[src/rtl/golden_nonce_tx_if.sv]
// Nonce push / UART TX bundle for golden_nonce_tx: the miner core drives the push side
// and the transmitter drives the line and status.
interface golden_nonce_tx_if #(
  parameter int FIFO_DEPTH = 4
);
  localparam int CNT_W = $clog2(FIFO_DEPTH) + 1;

  logic [31:0]      golden_nonce;
  logic             new_golden_nonce;
  logic             clear_overflow;
  logic             tx_serial;
  logic             tx_busy;
  logic [CNT_W-1:0] fifo_count;
  logic             overflow;

  modport master (
    output golden_nonce, new_golden_nonce, clear_overflow,
    input  tx_serial, tx_busy, fifo_count, overflow
  );

  modport slave (
    input  golden_nonce, new_golden_nonce, clear_overflow,
    output tx_serial, tx_busy, fifo_count, overflow
  );
endinterface

[src/rtl/golden_nonce_tx.sv]
// Golden-nonce queue plus 8N1 packet serialiser: 0x4E header, then nonce MSB byte first.
// Define GOLDEN_NONCE_TX_CHECKSUM_EN to append an XOR checksum byte to every packet.
module golden_nonce_tx #(
  parameter int baud_rate    = 9600,
  parameter int sys_clk_freq = 12000000,
  parameter int FIFO_DEPTH   = 4
) (
  input  logic              comm_clk,
  input  logic              reset_n,
  golden_nonce_tx_if.slave  bus
);
  localparam int CPB   = sys_clk_freq / baud_rate;
  localparam int BW    = $clog2(CPB);
  localparam int AW    = $clog2(FIFO_DEPTH);
  localparam int CNT_W = AW + 1;
  localparam logic [7:0] HDR = 8'h4E;
`ifdef GOLDEN_NONCE_TX_CHECKSUM_EN
  localparam logic [2:0] LAST_BYTE = 3'd5;
`else
  localparam logic [2:0] LAST_BYTE = 3'd4;
`endif

  typedef enum logic [1:0] {IDLE, START, DATA, STOP} state_e;

  state_e           state_q, state_d;
  logic [BW-1:0]    baud_q, baud_d;
  logic [2:0]       bit_idx_q, bit_idx_d;
  logic [2:0]       byte_idx_q, byte_idx_d;
  logic [7:0]       byte_q, byte_d;
  logic [31:0]      shadow_q, shadow_d;
  logic             tx_q, tx_d;
  logic             busy_q, busy_d;
  logic             ovf_q, ovf_d;
  logic [CNT_W-1:0] cnt_q, cnt_d;
  logic [AW-1:0]    wr_ptr_q, wr_ptr_d;
  logic [AW-1:0]    rd_ptr_q, rd_ptr_d;
  logic [31:0]      mem_q [FIFO_DEPTH];

  logic        pop, push, drop, full, baud_last;
  logic [31:0] head;

  function automatic logic [7:0] pkt_byte(input logic [2:0] idx, input logic [31:0] n);
    case (idx)
      3'd1:    pkt_byte = n[31:24];
      3'd2:    pkt_byte = n[23:16];
      3'd3:    pkt_byte = n[15:8];
      3'd4:    pkt_byte = n[7:0];
`ifdef GOLDEN_NONCE_TX_CHECKSUM_EN
      3'd5:    pkt_byte = HDR ^ n[31:24] ^ n[23:16] ^ n[15:8] ^ n[7:0];
`endif
      default: pkt_byte = HDR;
    endcase
  endfunction

  assign head      = mem_q[rd_ptr_q];
  assign full      = (cnt_q == CNT_W'(FIFO_DEPTH));
  assign baud_last = (baud_q == BW'(CPB - 1));

  // A pop on the same edge frees a slot, so a push into a full FIFO is accepted then.
  always_comb begin
    push     = bus.new_golden_nonce && (!full || pop);
    drop     = bus.new_golden_nonce && full && !pop;
    cnt_d    = cnt_q + CNT_W'(push) - CNT_W'(pop);
    wr_ptr_d = push ? wr_ptr_q + AW'(1) : wr_ptr_q;
    rd_ptr_d = pop  ? rd_ptr_q + AW'(1) : rd_ptr_q;
    ovf_d    = drop ? 1'b1 : (bus.clear_overflow ? 1'b0 : ovf_q);
  end

  always_comb begin
    state_d    = state_q;
    baud_d     = baud_q;
    bit_idx_d  = bit_idx_q;
    byte_idx_d = byte_idx_q;
    byte_d     = byte_q;
    shadow_d   = shadow_q;
    pop        = 1'b0;
    if (state_q != IDLE) baud_d = baud_last ? '0 : baud_q + BW'(1);
    case (state_q)
      IDLE: if (cnt_q != '0) begin
        pop        = 1'b1;
        shadow_d   = head;
        byte_d     = HDR;
        byte_idx_d = 3'd0;
        baud_d     = '0;
        state_d    = START;
      end
      START: if (baud_last) begin
        state_d   = DATA;
        bit_idx_d = 3'd0;
      end
      DATA: if (baud_last) begin
        if (bit_idx_q == 3'd7) state_d = STOP;
        else                   bit_idx_d = bit_idx_q + 3'd1;
      end
      STOP: if (baud_last) begin
        if (byte_idx_q != LAST_BYTE) begin
          byte_idx_d = byte_idx_q + 3'd1;
          byte_d     = pkt_byte(byte_idx_q + 3'd1, shadow_q);
          state_d    = START;
        end else if (cnt_q != '0) begin
          // back-to-back packet: no idle bit between the stop bit and the next header
          pop        = 1'b1;
          shadow_d   = head;
          byte_d     = HDR;
          byte_idx_d = 3'd0;
          state_d    = START;
        end else begin
          state_d = IDLE;
        end
      end
      default: state_d = IDLE;
    endcase
    // line and busy are registered from next-state so the pin never glitches
    case (state_d)
      START:   tx_d = 1'b0;
      DATA:    tx_d = byte_d[bit_idx_d];
      default: tx_d = 1'b1;
    endcase
    busy_d = (state_d != IDLE);
  end

  always_ff @(posedge comm_clk or negedge reset_n) begin
    if (!reset_n) begin
      state_q    <= IDLE;
      baud_q     <= '0;
      bit_idx_q  <= '0;
      byte_idx_q <= '0;
      byte_q     <= '0;
      shadow_q   <= '0;
      tx_q       <= 1'b1;
      busy_q     <= 1'b0;
      ovf_q      <= 1'b0;
      cnt_q      <= '0;
      wr_ptr_q   <= '0;
      rd_ptr_q   <= '0;
    end else begin
      state_q    <= state_d;
      baud_q     <= baud_d;
      bit_idx_q  <= bit_idx_d;
      byte_idx_q <= byte_idx_d;
      byte_q     <= byte_d;
      shadow_q   <= shadow_d;
      tx_q       <= tx_d;
      busy_q     <= busy_d;
      ovf_q      <= ovf_d;
      cnt_q      <= cnt_d;
      wr_ptr_q   <= wr_ptr_d;
      rd_ptr_q   <= rd_ptr_d;
    end
  end

  always_ff @(posedge comm_clk) begin
    if (push) mem_q[wr_ptr_q] <= bus.golden_nonce;
  end

  assign bus.tx_serial  = tx_q;
  assign bus.tx_busy    = busy_q;
  assign bus.fifo_count = cnt_q;
  assign bus.overflow   = ovf_q;
endmodule

[src/flat_wrapper.sv]
// flat-port wrapper written by rule: the top's interface ports become plain ports
module golden_nonce_tx_flat 
#(
  parameter int baud_rate    = 9600,
  parameter int sys_clk_freq = 12000000,
  parameter int FIFO_DEPTH   = 4
)
  (comm_clk, reset_n, bus_golden_nonce, bus_new_golden_nonce, bus_clear_overflow, bus_tx_serial, bus_tx_busy, bus_fifo_count, bus_overflow);
  golden_nonce_tx_if #(.FIFO_DEPTH(FIFO_DEPTH)) bus_i ();
  input  logic comm_clk;
  input  logic reset_n;
  input wire logic [$bits(bus_i.golden_nonce)-1:0] bus_golden_nonce;
  input wire logic [$bits(bus_i.new_golden_nonce)-1:0] bus_new_golden_nonce;
  input wire logic [$bits(bus_i.clear_overflow)-1:0] bus_clear_overflow;
  output wire logic [$bits(bus_i.tx_serial)-1:0] bus_tx_serial;
  output wire logic [$bits(bus_i.tx_busy)-1:0] bus_tx_busy;
  output wire logic [$bits(bus_i.fifo_count)-1:0] bus_fifo_count;
  output wire logic [$bits(bus_i.overflow)-1:0] bus_overflow;
  assign bus_i.golden_nonce = bus_golden_nonce;
  assign bus_i.new_golden_nonce = bus_new_golden_nonce;
  assign bus_i.clear_overflow = bus_clear_overflow;
  assign bus_tx_serial = bus_i.tx_serial;
  assign bus_tx_busy = bus_i.tx_busy;
  assign bus_fifo_count = bus_i.fifo_count;
  assign bus_overflow = bus_i.overflow;
  golden_nonce_tx #(.baud_rate(baud_rate), .sys_clk_freq(sys_clk_freq), .FIFO_DEPTH(FIFO_DEPTH)) u_core (.comm_clk(comm_clk), .reset_n(reset_n), .bus(bus_i));
endmodule
[config.mk]
export PLATFORM = sky130hd
export DESIGN_NAME = golden_nonce_tx_flat
export DESIGN_NICKNAME = d
export VERILOG_FILES = /design/src/rtl/golden_nonce_tx_if.sv /design/src/rtl/golden_nonce_tx.sv /design/src/flat_wrapper.sv
export SDC_FILE = /design/constraint.sdc
export NUM_CORES = 1
export LEC_CHECK = 0
export ABC_AREA = 1
export CORE_ASPECT_RATIO = 2
export CORE_MARGIN = 2
export CORE_UTILIZATION = 42
export CTS_CLUSTER_SIZE = 14
export DETAILED_ROUTE_END_ITERATION = 7
export PLACE_DENSITY = 0.65
export REMOVE_ABC_BUFFERS = 1
export SLEW_MARGIN = 5
export SYNTH_ARGS = -nofsm -noshare
export SYNTH_HDL_FRONTEND = slang
export SYNTH_SLANG_ARGS = --single-unit
[constraint.sdc]
create_clock -name comm_clk -period 4.6 [get_ports comm_clk]
set_input_delay 0.69 -clock comm_clk [delete_from_list [all_inputs] [get_ports comm_clk]]
set_output_delay 0.69 -clock comm_clk [all_outputs]
set_load 0.05 [all_outputs]
### Word-level counts from Yosys, hierarchy flattened

Memory sizes are Yosys's and may differ from the RTL's.
Cells that the tools add are included.

* equal/unequal tests: 15
* multiplexer cells: 40
* $add $sub $neg: 7
* reductions and logical operators: 14
* shifts and indexed selects: 0
* magnitude comparators: 1
* $mul: 0
* bitwise operators: 0
* divide/modulo/power cells: 0

Operator list (number)
* $mux W32: 3
* $pmux W32 S2: 1
* $mux W11: 4
* $pmux W8 S4: 1
* $mux W8: 3
* $mux W3: 6
* $pmux W8 S2: 1
* $mux W2: 6
* $pmux W3 S2: 2
* $add A11 B1 Y11 const B: 1
* $eq A11 B11 Y1 const B: 1
* $eq A3 B3 Y1 const B: 3
* $mux W1: 9
* $pmux W2 S4: 1
* $reduce_bool A2 Y1: 4
* $add A3 B1 Y3 const B: 2
* $eq A2 B2 Y1 const B: 3
* $eq A3 B2 Y1 const B: 2
* $add A2 B1 Y2 const B: 2
* $eq A2 B1 Y1 const B: 2
* $lt A3 B4 Y1 const B: 1
* $pmux W1 S2: 2
* $add A3 B1 Y3: 1
* $bmux W1 S3: 1
* other kinds (12): 15

* word-level logic and storage cells: 90
* bits in writable memories: 128
* bits in latches: 0
* bits in registers: 69
* ROM bits: 0
* memories: 1
* input port bits: 36
* output and inout bits: 6

Memory list
* u_core.mem_q: depth 4, width 32, rd ports 1, clocked after memory_dff 0, wr ports 1, RTL line golden_nonce_tx.sv:37 `logic [31:0] mem_q [FIFO_DEPTH];`

### Logic depth before layout (Yosys ltp)

* depth in word-level cells: 9
* gate-level depth with buffers: 19
* mapped depth without buffers: 18

### Least setup slack after synthesis

Ideal clock, no wire load.

* kind: flip-flop to flip-flop
* from: reg u_core.cnt_q[1], in the netlist u_core.bus.fifo_count[1]
* to: mem u_core.mem_q[0][0] (enable)
* setup time: 421 ps
* buffers on the path: 0
* setup slack: 1130 ps
* arrival time: 3049 ps
* stages on the path, launching flop included: 11
* period minus slack after synthesis: 3470 ps
* data required time: 4179 ps
* cells stage by stage: dfrtp_1 -> nor2_2 -> nand2_2 -> inv_2 -> nor2_1 -> inv_2 -> a21oi_2 -> inv_2 -> nand3_2 -> nand2_2 -> nor2_1

* cells in the longest elaborated chain, start to end: 9
* elaborated cells between the ends (all ways): 11
* those cells by class: 1 x eq/ne; 6 x mux; 4 x reduce/logical

Ends and longest elaborated chain
* start, declared: RTL line golden_nonce_tx.sv:34 `logic [CNT_W-1:0] cnt_q, cnt_d;`
* start signal, assigned: RTL line golden_nonce_tx.sv:146 `cnt_q <= cnt_d;`
* $reduce_bool A3 Y1 *: RTL line golden_nonce_tx.sv:79, golden_nonce_tx.sv:100
* $mux W1 *: RTL line golden_nonce_tx.sv:79, golden_nonce_tx.sv:100
* $mux W1: RTL line golden_nonce_tx.sv:96 `if (byte_idx_q != LAST_BYTE) begin`
* $mux W1: RTL line golden_nonce_tx.sv:95 `STOP: if (baud_last) begin`
* $pmux W1 S2 *: RTL line golden_nonce_tx.sv:78 `case (state_q)`
* net u_core.pop: RTL line golden_nonce_tx.sv:39 `logic pop, push, drop, full, baud_last;`
* $logic_or A1 B1 Y1 *: RTL line golden_nonce_tx.sv:61 `push = bus.new_golden_nonce && (!full || pop);`
* $logic_and A1 B1 Y1 *: RTL line golden_nonce_tx.sv:61
* $mux W1 *: RTL line golden_nonce_tx.sv:153 `if (push) mem_q[wr_ptr_q] <= bus.golden_nonce;`
* $mux W1 (implied by the code) *: RTL line golden_nonce_tx.sv:153
* end, declared: RTL line golden_nonce_tx.sv:37

The timed path passes the listed nets; every way through them passes the cells marked *.

### Worst setup path in the final report

* from: reg u_core.state_q[1]
* to: reg u_core.cnt_q[2], in the netlist u_core.bus.fifo_count[2]

* cells in the longest elaborated chain, start to end: 6
* elaborated cells between the ends (all ways): 7
* those cells by class: 2 x add/sub; 1 x eq/ne; 1 x mux; 3 x reduce/logical

Ends and longest elaborated chain
* start, declared: RTL line golden_nonce_tx.sv:25 `state_e state_q, state_d;`
* start signal, assigned: RTL line golden_nonce_tx.sv:137 `state_q <= state_d;`
* $eq A2 B2 Y1 or $logic_not A2 Y1 (tied branches): RTL line golden_nonce_tx.sv:78
* $pmux W1 S2 *: RTL line golden_nonce_tx.sv:78
* net u_core.pop: RTL line golden_nonce_tx.sv:39
* $logic_or A1 B1 Y1 *: RTL line golden_nonce_tx.sv:61
* $logic_and A1 B1 Y1 *: RTL line golden_nonce_tx.sv:61
* net u_core.push: RTL line golden_nonce_tx.sv:39
* $add A3 B1 Y3 *: RTL line golden_nonce_tx.sv:63 `cnt_d = cnt_q + CNT_W'(push) - CNT_W'(pop);`
* $sub A3 B1 Y3 *: RTL line golden_nonce_tx.sv:63
* net u_core.cnt_d[2]: RTL line golden_nonce_tx.sv:34

Marked as above.
A chain may end at the register's enable or synchronous reset.

==> metrics.txt <==
gpl congestion=0.891; critical path's most frequent cell=inv_2; crit path DAT=3.31 ns; Slowest-stage cell, CP=dfrtp_1; commonest cells in the netlist=nor2_1 (146), edfxtp_1 (128), nand2_1 (91); Cell Chain, Critical Path=inv_1 > ha_1 > inv_2 > nor2_1 > inv_2 > a21oi_2 > inv_2 > nand3_2 > nand2_2 > inv_2 > ha_1 > inv_1 > fa_1 > xnor2_1 > xor2_1; Synth top area share=44.5%; largest net degree at the start of global routing=66; CP max stage delay=0.42 ns; Die W=105 um; Tmin final=3.00 ns; I/O pins=42; clk_skew=0.00982 ns; GRT busiest layer=met2; Cells after Synth=763; reg2reg setup slack=1.60 ns; Max Freq=0.334 GHz; Adder-Cell Fraction of Synth Area=2.84%; largest family of logic cells by synthesized area=simple AND/OR/NAND/NOR gates; RSZ-0062 raised after global routing=false; worst skew pair latency=0.43 ns; Critical Path Source Type=flop; Wirelength per Cell=15.7 um; Max-slew headroom=23.7%; Hold Crit Class=input pin to asynchronous set/reset pin; met1 Use GR=17.0%; WL final=16900 um; Synth Cell Area=8640 sq um; Yosys top cell by area=edfxtp_1; unique cell type count in the Yosys netlist=45; Compound-Gate Fraction of Synth Area=8.41%; post-route ant nets=0; Global Route Usage Sum=16.6%; Primary FF master, synth=edfxtp_1; CTS tree=done; clk sink count=197; most frequent cell after synthesis=nor2_1; via density per instance=5.13; first-pass GRT wire length=27600 um; register area share after synthesis=64.5%; final setup violating endpoints=0; Simple-Gate Fraction of Synth Area=15.1%; Setup TNS=0 ns; HPWL after DPL=11400 um; CTS Root Cell=clkbuf_16; # H-tree levels=4; Initial Util=42.6%; Setup CP Type=flop to flop; Pre-Repair DR Iteration Count=4; XOR/XNOR share of the synthesized area=0.912%; Area growth, synth to finish=13.8%; Die Area=21800 sq um; Worst Path Required=4.92 ns; worst vdd ir=245 uV; DRT iter0 DRCs=278; antenna violations before repair=0; layout cells sized above 1=12.2%; hold_buf cts=0; top post-synthesis cells by area=edfxtp_1 (44%), dfrtp_1 (20%), nor2_1 (6.3%), nand2_1 (4.0%), o32ai_1 (3.3%); Die H=207 um; worst r2r src=u_core.state_q[1]; EDFF count, synth=128; M3 GR Usage=3.36%; hold_ws=0.322 ns; DRC=0; cells on worst reg2reg path=15; cell family with most CP delay=adder cells; # diodes=0; LEAKAGE=3.79 nW; clk slew on worst S/H paths=0.07 ns; Final Net Count=855; endpoint class of the critical path=flop; Slew @ Worst Pin=1.14 ns; Syn Area/Cell=11.3 sq um; Ys Warns=0; vias in the first global route=5672; Critical Path Fanout Max=9; postcts setup bufs=0; max-slew violations=0; Tcrit/Tclk final=65.1%; clock buffer count from CTS=17; DR vias=5526; Power Density=415 nW/um^2; Hold Fails Final Rpt=0; flops & latches, synth=197; Port Buffers=41; Post-CTS Resized=0; fraction of registers with async set/reset=35.0%; max-cap violations=0; Site Rows=74; grt total ovfl=0; met2 GRT Util=30.6%; worst reg2reg endpoint=u_core.bus.fifo_count[2]; mux share of post-synthesis cell area=3.73%; CTS max path bufs=2; core area=20300 sq um; WP buf/inv=6; status=finished, final reports clean
==> power by group <==
group | switching [mW] | total [mW] | internal [mW]
registers | 0.0676 | 2.23 | 2.17
clock network | 0.589 | 1.32 | 0.727
logic | 0.362 | 0.527 | 0.165
total | 1.02 | 4.08 | 3.06
==> per-stage QoR <==
stage	cell area (sq um)	utilization [%]	std cells	setup slack (ns)	total power, mW
global route	9830	48.5	1078	1.42	4.24
floorplan	8510	-	733	1.13	2.58
CTS	9830	48.5	1078	1.61	4.12
global placement	9310	45.9	1047	1.73	2.80
detailed placement	9310	45.9	1047	1.63	2.81
finish	9830	48.5	1078	1.60	4.08
==> routing by layer <==
layer / wire, um / part of all wire, % / vias to the layer above
li1: - / - / 2704
met5: 0 / 0 / -
met3: 445 / 2.6 / 39
met2: 9460 / 56 / 107
met4: 670 / 4.0 / 0
met1: 6350 / 37 / 2676
==> worst max-delay path by stage <==
| stage | startpoint | slack, ns | to | depth (start not counted) |
|---|---|---|---|---|
| final | u_core.state_q[1] | 1.60 | u_core.bus.fifo_count[2] | 15 |
| after CTS | u_core.state_q[1] | 1.61 | u_core.bus.fifo_count[2] | 15 |
| after detailed placement | u_core.state_q[1] | 1.63 | u_core.bus.fifo_count[2] | 15 |
| after global routing | u_core.state_q[0] | 1.42 | u_core.bus.fifo_count[2] | 15 |
| after floorplan | u_core.bus.fifo_count[1] | 1.13 | u_core.mem_q[0][0] | 10 |
| after global placement | u_core.state_q[1] | 1.73 | u_core.bus.fifo_count[2] | 15 |
==> logic make-up (layout without fill, tap and decap cells) <==
logic type / after synthesis / after routing
muxes: 26 / 26
DFF: 197 / 197
AOI/OAI and AO/OA: 111 / 111
xor gates and xnor gates: 9 / 9
buffers and inverters: 100 / 149
and+or+nand+nor: 301 / 301
adders and majority gates: 19 / 19
==> layout by cell type, fill, tap and decap left out, drive strengths merged, types with 6 or more instances in the layout <==
cell	n
nor2	151
edfxtp	128
nand2	97
inv	70
dfrtp	68
o21ai	51
clkdlybuf4s50	40
nand3	40
o32ai	33
mux2	26
ha	18
clkbuf	18
a21oi	14
clkinv	9
xor2	8
buf	8
nor3	6
==> worst reg2reg max path, stage by stage (launching register included) <==
cell	delay (ns)
dfrtp_1	0.42
inv_1	0.13
ha_1	0.40
inv_2	0.15
nor2_1	0.23
inv_2	0.10
a21oi_2	0.23
inv_2	0.07
nand3_2	0.08
nand2_2	0.13
inv_2	0.10
ha_1	0.14
inv_1	0.04
fa_1	0.37
xnor2_1	0.14
xor2_1	0.14
==> registers in the layout, indices dropped and copies added (netlist names) <==
register and cells:
u_core.bus.overflow 1, u_core.rd_ptr_q 2, u_core.bus.fifo_count 3, u_core.byte_q 8, u_core.bus.tx_serial 1, u_core.bit_idx_q 3
u_core.bus.tx_busy 1, u_core.state_q 2, u_core.shadow_q 32, u_core.mem_q 128, u_core.byte_idx_q 3, u_core.baud_q 11
u_core.wr_ptr_q 2
==> cell type report <==
| class | instances | area, sq um |
|---|---|---|
| inverters | 70 | 263 |
| clock buffers | 18 | 429 |
| well taps | 266 | 333 |
| repair buffers | 48 | 458 |
| fillers | 1808 | 10400 |
| multi-input cells | 466 | 2690 |
| flip-flops and latches | 197 | 5570 |
| clock inverters | 13 | 92.6 |
Note: power is estimated with default switching activity, not from simulation.
